<file path="src/rtl/periph_bus_arbiter_pkg.sv">
// Shared definitions for the two-master peripheral bus arbiter:
// FSM state encoding and master index constants.
package periph_bus_arbiter_pkg;

    typedef enum logic [1:0] {
        IDLE   = 2'd0,
        ACCESS = 2'd1,
        RESP   = 2'd2
    } state_t;

    localparam logic M0 = 1'b0;
    localparam logic M1 = 1'b1;

endpackage

</file>
<file path="src/rtl/periph_bus_arbiter.sv">
// Round-robin arbiter sharing one peripheral slave port between two masters.
// Each transaction takes three cycles: IDLE (arbitrate), ACCESS (slave cycle), RESP (ack).
module periph_bus_arbiter
    import periph_bus_arbiter_pkg::*;
#(
    parameter int DATA_W = 32
) (
    input  logic              clk,
    input  logic              rst_n,
    input  logic              m0_req,
    input  logic              m0_we,
    input  logic [DATA_W-1:0] m0_addr,
    input  logic [DATA_W-1:0] m0_wdata,
    output logic              m0_ack,
    output logic [DATA_W-1:0] m0_rdata,
    input  logic              m1_req,
    input  logic              m1_we,
    input  logic [DATA_W-1:0] m1_addr,
    input  logic [DATA_W-1:0] m1_wdata,
    output logic              m1_ack,
    output logic [DATA_W-1:0] m1_rdata,
    output logic              s_we,
    output logic [DATA_W-1:0] s_addr,
    output logic [DATA_W-1:0] s_wdata,
    input  logic [DATA_W-1:0] s_rdata,
    output logic              busy,
    output logic              grant_id
);

    state_t            state;
    state_t            state_next;
    logic              winner;
    logic              win_we;
    logic [DATA_W-1:0] win_addr;
    logic [DATA_W-1:0] win_wdata;
    logic              lat_we;
    logic [DATA_W-1:0] lat_addr;
    logic [DATA_W-1:0] lat_wdata;
    logic [DATA_W-1:0] rd_reg;
    logic              grant_q;
    logic              last_grant;

    // On a tie the master that was not granted last time wins.
    always_comb begin
        winner = M0;
        if (m0_req && m1_req) begin
            winner = (last_grant == M0) ? M1 : M0;
        end else if (m1_req) begin
            winner = M1;
        end
        win_we    = (winner == M1) ? m1_we    : m0_we;
        win_addr  = (winner == M1) ? m1_addr  : m0_addr;
        win_wdata = (winner == M1) ? m1_wdata : m0_wdata;
    end

    always_comb begin
        state_next = state;
        case (state)
            IDLE:    if (m0_req || m1_req) state_next = ACCESS;
            ACCESS:  state_next = RESP;
            RESP:    state_next = IDLE;
            default: state_next = IDLE;
        endcase
    end

    always_ff @(posedge clk) begin
        if (!rst_n) begin
            state      <= IDLE;
            lat_we     <= 1'b0;
            lat_addr   <= '0;
            lat_wdata  <= '0;
            rd_reg     <= '0;
            grant_q    <= M0;
            last_grant <= M1;
        end else begin
            state <= state_next;
            if (state == IDLE && state_next == ACCESS) begin
                lat_we     <= win_we;
                lat_addr   <= win_addr;
                lat_wdata  <= win_wdata;
                grant_q    <= winner;
                last_grant <= winner;
            end
            if (state == ACCESS) begin
                rd_reg <= lat_we ? '0 : s_rdata;
            end
        end
    end

    // Address and write data simply hold the last latched values outside ACCESS.
    assign s_we     = (state == ACCESS) && lat_we;
    assign s_addr   = lat_addr;
    assign s_wdata  = lat_wdata;
    assign busy     = (state != IDLE);
    assign grant_id = grant_q;
    assign m0_ack   = (state == RESP) && (grant_q == M0);
    assign m1_ack   = (state == RESP) && (grant_q == M1);
    assign m0_rdata = m0_ack ? rd_reg : '0;
    assign m1_rdata = m1_ack ? rd_reg : '0;

endmodule

</file>
<file path="config.mk">
export PLATFORM = sky130hd
export DESIGN_NAME = periph_bus_arbiter
export DESIGN_NICKNAME = d
export VERILOG_FILES = /design/src/rtl/periph_bus_arbiter_pkg.sv /design/src/rtl/periph_bus_arbiter.sv
export SDC_FILE = /design/constraint.sdc
export NUM_CORES = 1
export LEC_CHECK = 0
export ABC_AREA = 1
export BUFFER_PORTS_ARGS = -buffer_cell sky130_fd_sc_hd__buf_2
export CAP_MARGIN = 10
export CORE_MARGIN = 1.5
export CORE_UTILIZATION = 41
export DETAILED_ROUTE_END_ITERATION = 10
export PLACE_DENSITY = 0.82
export SLEW_MARGIN = 20
export SYNTH_ARGS = -nofsm -noshare
export SYNTH_HDL_FRONTEND = slang
export SYNTH_SLANG_ARGS = --single-unit
</file>
<file path="constraint.sdc">
create_clock -name clk -period 1.14 [get_ports clk]
set_clock_uncertainty 0.05 [all_clocks]
set_input_delay 0.171 -clock clk [delete_from_list [all_inputs] [get_ports clk]]
set_output_delay 0.171 -clock clk [all_outputs]
set_load 0.01 [all_outputs]
</file>
---- After elaboration in Yosys (flattened, before gate mapping) ----
Index checks and enable logic that the tools add are counted.
storage, ports and cells
  bits in read-only memories .............. 0
  memories kept ........................... 0
  output and inout port bits .............. 133
  input port bits ......................... 166
  RAM bits ................................ 0
  bits in latches ......................... 0
  flip-flop bits (word level) ............. 101
cells by class
  order comparisons ....................... 0
  shift-type cells ........................ 0
  add/subtract/negate cells ............... 0
  multipliers ............................. 0
  divide/modulo/power cells ............... 0
  equality and inequality tests ........... 3
  bitwise operators ....................... 1
  reductions and logical operators ........ 8
  multiplexer cells ....................... 11
operator list
  kind                count
  $mux 32             5
  $logic_and 1x1->1   5
  $eq 2x1->1 const B  2
  $mux 1              4
  $pmux 2 s2          1
  $eq 2x2->1 const B  1
  $logic_not 2->1     1
  $mux 2              1
  $reduce_bool 2->1   1
  $logic_or 1x1->1    1
  $not 1->1           1

---- Logic depth before layout (Yosys ltp) ----
Gate-level depths: netlist of the first run.
  depth in word-level cells ............... 5
  mapped depth ............................ 8
  depth with buffers taken out ............ 6

---- Worst setup path after synthesis of the first run ----
OpenSTA, ideal clock, no wires.
  path kind ............................... flip-flop to flip-flop
  from .................................... reg state[0]
  to ...................................... reg lat_addr[5], in the netlist s_addr[5]
  path buffers ............................ 2
  stages on the path, launching flop included .. 9
  required time ........................... 978 ps
  setup time .............................. 112 ps
  setup slack ............................. -97 ps
  data arrival time ....................... 1075 ps
  cells stage by stage .................... dfxtp_1 > inv_1 > nand2_1 > nor2_2 > buf_4 > buf_6 > nand2_1 > nor2_1 > nor2_1
between the ends
  cells in the longest elaborated chain, start to end .. 4
  elaborated cells between the ends (all ways) .. 6
ends and longest elaborated chain
  element                             line                      source
  start, declared                     periph_bus_arbiter.sv:30  state_t state;
  start signal, assigned              periph_bus_arbiter.sv:76  state <= state_next;
  $eq 2x1->1 (tied with other cells)  periph_bus_arbiter.sv:58  case (state)
  $pmux 2 s2                          periph_bus_arbiter.sv:58
  $eq 2x1->1                          periph_bus_arbiter.sv:77  if (state == IDLE && state_next == ACCESS) begin
  $logic_and 1x1->1 (*)               periph_bus_arbiter.sv:77
  end signal, assigned                periph_bus_arbiter.sv:79  lat_addr <= win_addr;
  end, declared                       periph_bus_arbiter.sv:37  logic [DATA_W-1:0] lat_addr;
Mark *: on every way between the ends. The rest lies on a longest branch, timed or not.
A chain may end at the register's enable or synchronous reset.

---- Worst setup path after layout of the first run ----
  from .................................... reg grant_q, in the netlist grant_id
  to ...................................... out m1_rdata[18]
between the ends
  cells in the longest elaborated chain, start to end .. 2
ends and longest elaborated chain
  element                 line                      source
  start, declared         periph_bus_arbiter.sv:40  logic grant_q;
  start signal, assigned  periph_bus_arbiter.sv:81  grant_q <= winner;
  $logic_and 1x1->1       periph_bus_arbiter.sv:97  assign m1_ack = (state == RESP) && (grant_q == M1);
  $mux 32                 periph_bus_arbiter.sv:99  assign m1_rdata = m1_ack ? rd_reg : '0;
  end, declared           periph_bus_arbiter.sv:21  output logic [DATA_W-1:0] m1_rdata,
No other way between the ends.

==> results.json, run 1 <==
{
  "slew_headroom": 0.709,
  "die_x_um": 119,
  "ir_worst_vdd_mv": 0.692,
  "reg2reg_to": "s_addr[24]",
  "clock-sinks": 101,
  "worst_slew_pin_slew_ns": 0.436,
  "grt_max_degree": 50,
  "pre_cts_ws_ns": -0.175,
  "grt_pass1_wl_um": 29600,
  "wirelength_um": 22200,
  "mostFrequentLayoutCell": "buf_2",
  "fmax_ghz": 0.571,
  "reg2reg_depth": 11,
  "leakage_nw": 4.81,
  "min_path_cells": 3,
  "synthCells": 908,
  "drt_first_pass_iters": 5,
  "ys_types": 20,
  "io_buffers": 298,
  "power.density_nw_per_um2": 1200,
  "maxCapViolations": 0,
  "sw_frac_of_total": 0.323,
  "clockBufferDepth": 2,
  "status": "complete, but fails checks",
  "fp.dieArea_sq_um": 14300,
  "n_fill_cell": 917,
  "end_kind": "output port",
  "mostFrequentLayoutCells": "274 x buf_2, 171 x nand2_1, 107 x nor2_1",
  "power.share.sequential": 0.349,
  "hp-class": "primary input to register",
  "holdBufCountCts": 0,
  "pwr-share-clk": 0.312,
  "final_cells": 1420,
  "busiest_layer": "met2",
  "grtUsageMet1": 0.283,
  "rrSetupSlack_ns": -0.45,
  "crit_required_ns": 0.92,
  "power_mw": 11.7,
  "globalRouteOverflowTotal": 0,
  "final-setup-viol-count": 169,
  "cts_tree": "yes",
  "rsz0062_at_grt": "true",
  "routed_via_density": 5.00,
  "synthesis.area_sq_um": 5560,
  "synthesis.nets": 1074,
  "holdPathEnd": "rd_reg[27]",
  "violations": "setup timing",
  "intPower_mw": 7.91,
  "clock-root-buffer": "clkbuf_16",
  "layout_min_cycle_time_ns": 1.75,
  "p_comb_frac": 0.339,
  "drv_slew": 0,
  "antenna_found_initial": 1,
  "use_met3": 0.0542,
  "yosysWarningCount": 0,
  "area_growth_pct": 75.6,
  "start_kind": "register",
  "start_util": 0.420,
  "dr_total_vias": 7106,
  "fin_hold_ws_ns": 0.0196,
  "grt_usage": 0.260,
  "rows": 42,
  "grt_pass1_vias": 6138,
  "dp_cells": 1359,
  "finalHoldViolCount": 0,
  "core-area_sq_um": 13200,
  "p_sw_mw": 3.77,
  "setup_ws_ns": -0.610,
  "clkTransAtPathRegs_ns": 0.07,
  "setup_tns_ns": -60.36,
  "hold_start": "s_rdata[27]",
  "clkLatencyLatePin_ns": 0.35,
  "synth-seq-cells": 101,
  "drive_gt1_frac": 0.489,
  "fin_nets": 1404,
  "met2_usage": 0.487,
  "crit_type": "register to output port",
  "syn_area_per_cell_sq_um": 6.13,
  "post_drt_wl_per_cell_um": 15.6,
  "ys_seq_area_frac": 0.363,
  "detail-route-antenna-nets": 0,
  "drt-initial-drc-count": 529,
  "cts_htree_levels": 3,
  "worstReg2RegStart": "state[1]",
  "path_max_fanout": 7,
  "place.gp.congestion": 0.831,
  "dp_hpwl_um": 12000,
  "drc_errors": 0,
  "die_y_um": 119,
  "period_share": 1.54,
  "arrival_ns": 1.53,
  "cts_inserted_buffers": 9,
  "pin_count": 299
}
-- cells by family after synthesis --
group                  count (synthesis)  share of synthesized area
AO/OA/AOI/OAI                         99                      0.119
AND/OR/NAND/NOR                      535                      0.385
flip-flops                           101                      0.363
buffers and inverters                173                      0.132
-- Yosys cell counts --
library cell | instances | area share
nor2_2 | 1 | 0.0011
buf_6 | 6 | 0.012
buf_4 | 3 | 0.0040
nand2_2 | 2 | 0.0022
a21boi_1 | 17 | 0.023
buf_1 | 1 | 0.00067
clkbuf_1 | 34 | 0.023
inv_1 | 103 | 0.069
nand2_1 | 233 | 0.16
a21boi_0 | 48 | 0.065
a21oi_1 | 1 | 0.00090
buf_2 | 24 | 0.022
nand3_1 | 100 | 0.090
a21oi_2 | 1 | 0.0016
clkinv_1 | 1 | 0.00067
o21ai_0 | 32 | 0.029
nand3b_1 | 1 | 0.0013
nor2_1 | 198 | 0.13
dfxtp_1 | 101 | 0.36
inv_2 | 1 | 0.00067
-- what timing repair did --
item / in CTS / in global routing
pin swaps: 16 / 73
resized for setup: 115 / 253
cloned: 15 / 4
setup buffers: 21 / 22
endpoints found under the setup margin: 154 / 169
-- how the worst max path moves through the flow --
stage          startpoint            to  cells after the start
2_1_floorplan    grant_id  m0_rdata[10]                      3
3_3_place_gp     grant_id  m0_rdata[15]                      5
3_5_place_dp     grant_id   m0_rdata[1]                      5
4_1_cts          grant_id   m0_rdata[1]                      5
5_1_grt          grant_id  m0_rdata[28]                      5
6_report         grant_id  m1_rdata[18]                      6
-- critical path: stages, from the launching register on --
cell and delay (ns):
dfxtp_4 0.36, buf_4 0.11, nand3_4 0.14, buf_12 0.18
buf_12 0.14, nor2_1 0.10, buf_2 0.14
-- routing by layer --
metal,up-vias,share of wire
met4,0,0.038
met5,-,0
li1,3439,-
met3,71,0.065
met2,329,0.53
met1,3267,0.37
-- area by class of cell --
| type | instances | area [sq um] | share of cell area |
|---|---|---|---|
| well taps | 176 | 220 | 0.0225 |
| clock buffers | 10 | 239 | 0.0245 |
| inverters | 105 | 399 | 0.0408 |
| repair buffers | 387 | 3010 | 0.308 |
| clock inverters | 6 | 109 | 0.0111 |
| diodes | 1 | 2.50 | 0.000256 |
| multi-input cells | 634 | 3770 | 0.385 |
| flip-flops and latches | 101 | 2030 | 0.208 |
-- power groups by stage --
stage | clock (mW) | combinational [mW] | sequential, mW
finish | 3.65 | 3.96 | 4.08
global route | 3.86 | 4.26 | 4.12
CTS | 3.67 | 3.34 | 4.06
detailed placement | 0 | 2.65 | 4.13
global placement | 0 | 2.62 | 4.11
floorplan | 0 | 1.47 | 4.25
-- through the flow --
step,util,cell area (sq um)
after floorplan,-,5690
after global placement,0.573,7580
after detailed placement,0.573,7580
after CTS,0.668,8850
after global routing,0.738,9770
final,0.738,9770
No activity file was read; power rests on OpenSTA's default activity.
==> run 2: changes to the inputs <==
- REMOVE_ABC_BUFFERS: not set -> 1
==> results.json, run 2 (same netlist as run 1, synthesis figures left out) <==
{
  "status": "complete, but fails checks",
  "violations": "setup timing",
  "drc_errors": 0,
  "area_growth_pct": 62.8,
  "path_cells": "buf_6 > nand3_4 > buf_12 > nor2_2 > buf_2",
  "n_fill_cell": 1073,
  "cts_tree": "yes",
  "dr_total_vias": 6980,
  "cts_inserted_buffers": 9,
  "drt_first_pass_iters": 6,
  "path_buf_inv": 3,
  "rsz0062_at_grt": "true",
  "fin_hold_ws_ns": 0.0151,
  "globalRouteOverflowTotal": 0,
  "rrSetupSlack_ns": -0.44,
  "grt_max_degree": 51,
  "power_mw": 11.1,
  "period_share": 1.45,
  "fmax_ghz": 0.606,
  "core-area_sq_um": 13200,
  "hp-class": "primary input to register",
  "crit_type": "register to output port",
  "die_x_um": 119,
  "setup_ws_ns": -0.511,
  "crit_required_ns": 0.92,
  "final-setup-viol-count": 159,
  "max_stage_delay_ns": 0.37,
  "worst_slew_pin_slew_ns": 0.362,
  "clock-sinks": 101,
  "clkTransAtPathRegs_ns": 0.07,
  "pin_count": 299,
  "design_area_sq_um": 9060,
  "start_util": 0.420,
  "reg2reg_to": "s_addr[27]",
  "mostFrequentLayoutCells": "273 x buf_2, 194 x nand2_1, 128 x nor2_1",
  "path_max_fanout": 17,
  "finalHoldViolCount": 0,
  "worstReg2RegStart": "state[0]",
  "routed_via_density": 4.96,
  "die_y_um": 119,
  "place_area_sq_um": 7420,
  "cts_htree_levels": 3,
  "rows": 42,
  "post_drt_wl_per_cell_um": 15.3,
  "leakage_nw": 4.61,
  "final_cells": 1408,
  "clkLatencyLatePin_ns": 0.36,
  "maxCapViolations": 0,
  "drive_gt1_frac": 0.421,
  "start_kind": "register",
  "holdPathEnd": "rd_reg[0]",
  "min_path_cells": 3,
  "fin_util": 0.684,
  "grt_pass1_wl_um": 29300,
  "mostFrequentLayoutCell": "buf_2",
  "slowest_stage": "dfxtp_2",
  "clock-root-buffer": "clkbuf_16",
  "power.density_nw_per_um2": 1230,
  "holdBufCountCts": 0,
  "ir_worst_vdd_mv": 0.716,
  "drv_slew": 0,
  "antenna_found_initial": 1,
  "io_buffers": 298,
  "layout_min_cycle_time_ns": 1.65,
  "fin_nets": 1392,
  "grt_usage": 0.258,
  "detail-route-antenna-nets": 0,
  "cp_top_family": "buffers and inverters",
  "clockBufferDepth": 2,
  "reg2reg_depth": 11,
  "hold_start": "s_rdata[0]",
  "wirelength_um": 21500,
  "slew_headroom": 0.757,
  "place.gp.congestion": 0.826,
  "dp_hpwl_um": 12300,
  "grt_pass1_vias": 6074,
  "drt-initial-drc-count": 444,
  "end_kind": "output port",
  "dp_cells": 1357,
  "arrival_ns": 1.43,
  "fp.dieArea_sq_um": 14300
}
run 2: worst max path at each step:
stage | from | endpoint | slack (ns) | depth (start not counted)
floorplan | last_grant | lat_we | -1.58 | 4
global placement | state[0] | s_wdata[24] | -0.13 | 7
detailed placement | state[1] | s_wdata[26] | -0.16 | 7
CTS | grant_id | m0_rdata[14] | -0.46 | 5
global route | grant_id | m0_rdata[15] | -0.56 | 5
finish | state[1] | m1_rdata[22] | -0.51 | 5
run 2: routing by layer:
layer | vias up | share of wire | track usage
met5 | - | 0 | 0
met3 | 55 | 0.073 | 0.0703
met2 | 320 | 0.53 | 0.493
met1 | 3186 | 0.37 | 0.270
met4 | 0 | 0.032 | 0.0841
li1 | 3419 | - | -
run 2: final cells by class:
class / instances / area, sq um / area share
well taps: 176 / 220 / 0.0243
repair buffers: 375 / 2780 / 0.306
diodes: 1 / 2.50 / 0.000276
inverters: 105 / 397 / 0.0438
flip-flops and latches: 101 / 2030 / 0.224
clock inverters: 4 / 95.1 / 0.0105
clock buffers: 12 / 246 / 0.0272
multi-input cells: 634 / 3290 / 0.364
run 2: per-stage QoR:
step	TNS (ns)	setup slack (ns)
finish	-56.85	-0.511
global route	-64.05	-0.555
CTS	-45.86	-0.462
detailed placement	-12.76	-0.162
global placement	-8.26	-0.130
floorplan	-136.65	-1.58
run 2: repair_timing:
action | CTS | global route
setup endpoints to repair | 156 | 169
pin swaps | 1 | 38
buffers inserted | 10 | 7
cloned | 11 | 8
gates resized for setup | 54 | 192
run 2: power breakdown:
group	total (mW)	internal (mW)	switching, mW
sequential	4.06	3.88	0.180
clock	3.57	2.20	1.36
combinational	3.50	1.58	1.92
run 2: worst min-delay path, delay by kind of cell:
kind	cells	cell delay, ns
AOI/OAI and AO/OA	1	0.06
buffers and inverters	1	0.10
and+or+nand+nor	1	0.05
==> run 3: changes to the inputs <==
- RECOVER_POWER: not set -> 100
- SETUP_SLACK_MARGIN: not set -> 0.2
- TNS_END_PERCENT: not set -> 1
==> results.json, run 3 (same netlist as run 1, synthesis figures left out) <==
{
  "status": "complete, but fails checks",
  "violations": "setup timing",
  "post_drt_wl_per_cell_um": 12.6,
  "dr_total_vias": 6485,
  "drive_gt1_frac": 0.349,
  "dp_cells": 1357,
  "grt_usage": 0.238,
  "start_util": 0.420,
  "finalHoldViolCount": 0,
  "routed_via_density": 4.70,
  "clock-root-buffer": "clkbuf_16",
  "crit_type": "register to output port",
  "start_kind": "register",
  "path_cells": "nand3b_1 > buf_6 > buf_8 > nor2_1 > buf_2",
  "arrival_ns": 1.40,
  "cts_htree_levels": 3,
  "mostFrequentLayoutCell": "buf_2",
  "pin_count": 299,
  "drv_slew": 0,
  "die_y_um": 119,
  "drc_errors": 0,
  "drt_first_pass_iters": 5,
  "path_max_fanout": 10,
  "clock-sinks": 101,
  "grt_max_degree": 51,
  "wirelength_um": 17300,
  "clockBufferDepth": 2,
  "pre_cts_ws_ns": -0.162,
  "power.density_nw_per_um2": 1280,
  "grt_pass1_wl_um": 27400,
  "io_buffers": 298,
  "ir_worst_vdd_mv": 0.678,
  "fp.dieArea_sq_um": 14300,
  "final_cells": 1379,
  "antenna_cells": 0,
  "max_stage_delay_ns": 0.34,
  "detail-route-antenna-nets": 0,
  "die_x_um": 119,
  "fin_hold_ws_ns": 0.0200,
  "layout_min_cycle_time_ns": 1.62,
  "globalRouteOverflowTotal": 0,
  "holdBufCountCts": 0,
  "cts_inserted_buffers": 9,
  "clkLatencyLatePin_ns": 0.35,
  "fmax_ghz": 0.617,
  "hp-class": "primary input to register",
  "core-area_sq_um": 13200,
  "fin_nets": 1364,
  "fin_util": 0.614,
  "crit_required_ns": 0.92,
  "final-setup-viol-count": 136,
  "n_fill_cell": 1235,
  "area_growth_pct": 46.2,
  "place.gp.congestion": 0.826,
  "drt-initial-drc-count": 346,
  "setup_tns_ns": -40.82,
  "leakage_nw": 4.30,
  "dp_hpwl_um": 12300,
  "antenna_found_initial": 0,
  "slowest_stage": "dfxtp_4",
  "grt_pass1_vias": 5860,
  "mostFrequentLayoutCells": "278 x buf_2, 230 x nand2_1, 161 x nor2_1",
  "cp_top_family": "buffers and inverters",
  "rsz0062_at_grt": "true",
  "end_kind": "output port",
  "worst_slew_pin_slew_ns": 0.286,
  "path_buf_inv": 3,
  "period_share": 1.42,
  "clkTransAtPathRegs_ns": 0.07,
  "rows": 42,
  "cts_tree": "yes",
  "setup_ws_ns": -0.480,
  "rrSetupSlack_ns": -0.22,
  "maxCapViolations": 0,
  "slew_headroom": 0.808
}
==> run 3: cell count changes in the layout (fill, tap and decap cells not counted), sizes merged <==
cell / delta
buf: -21
clkbuf: -7
diode: -1
==> run 3: repair_timing <==
action / CTS / global route
setup endpoints to repair: 233 / 233
setup buffers: 2 / 2
pin swaps: 1 / 6
resized for setup: 38 / 73
cloned: 2 / 0
==> run 3: worst paths after layout <==
path | startpoint | end | cells past startpoint
worst min-delay path | s_rdata[5] | rd_reg[5] | 3
worst max-delay path | grant_id | m0_rdata[1] | 5
worst max register to register | state[0] | s_wdata[24] | 8
worst min register to register | rd_reg[4] | rd_reg[4] | 2
==> run 3: routing by layer <==
layer / global-route usage / up-vias / routed length [um]
li1: - / 3357 / -
met2: 0.445 / 250 / 8850
met3: 0.0675 / 28 / 1260
met1: 0.257 / 2850 / 6900
met4: 0.0744 / 0 / 328
met5: 0 / - / 0
==> run 3: area by class of cell <==
class                      count  area [sq um]  share of cell area
tap                          176           220              0.0271
inverter                     105           394              0.0484
multi-input combinational    634          2990               0.367
clock inverter                 4          95.1              0.0117
clock buffer                  12           246              0.0303
sequential                   101          2030               0.249
timing repair buffer         347          2170               0.266
==> run 3: worst register-to-register path, cell delays in order, from the launching register on <==
cell     delay [ns]
dfxtp_2        0.33
inv_2          0.06
buf_4          0.10
nand2_2        0.07
nor2_4         0.13
buf_12         0.24
nand2_1        0.13
nor2_1         0.10
nor2_1         0.04
==> run 3: report_power, final <==
| part | leakage [nW] | total (mW) | internal, mW | switching [mW] |
|---|---|---|---|---|
| logic | 3.30 | 2.77 | 1.20 | 1.57 |
| clock network | 0.167 | 3.55 | 2.20 | 1.34 |
| registers | 0.835 | 4.06 | 3.88 | 0.182 |
==> run 3: per-stage QoR <==
| step | cell area [sq um] | total power [mW] |
|---|---|---|
| 5_1_grt | 8140 | 11.0 |
| 3_5_place_dp | 7420 | 6.74 |
| 6_report | 8140 | 10.4 |
| 3_3_place_gp | 7420 | 6.68 |
| 4_1_cts | 7930 | 10.4 |
| 2_1_floorplan | 5220 | 5.48 |
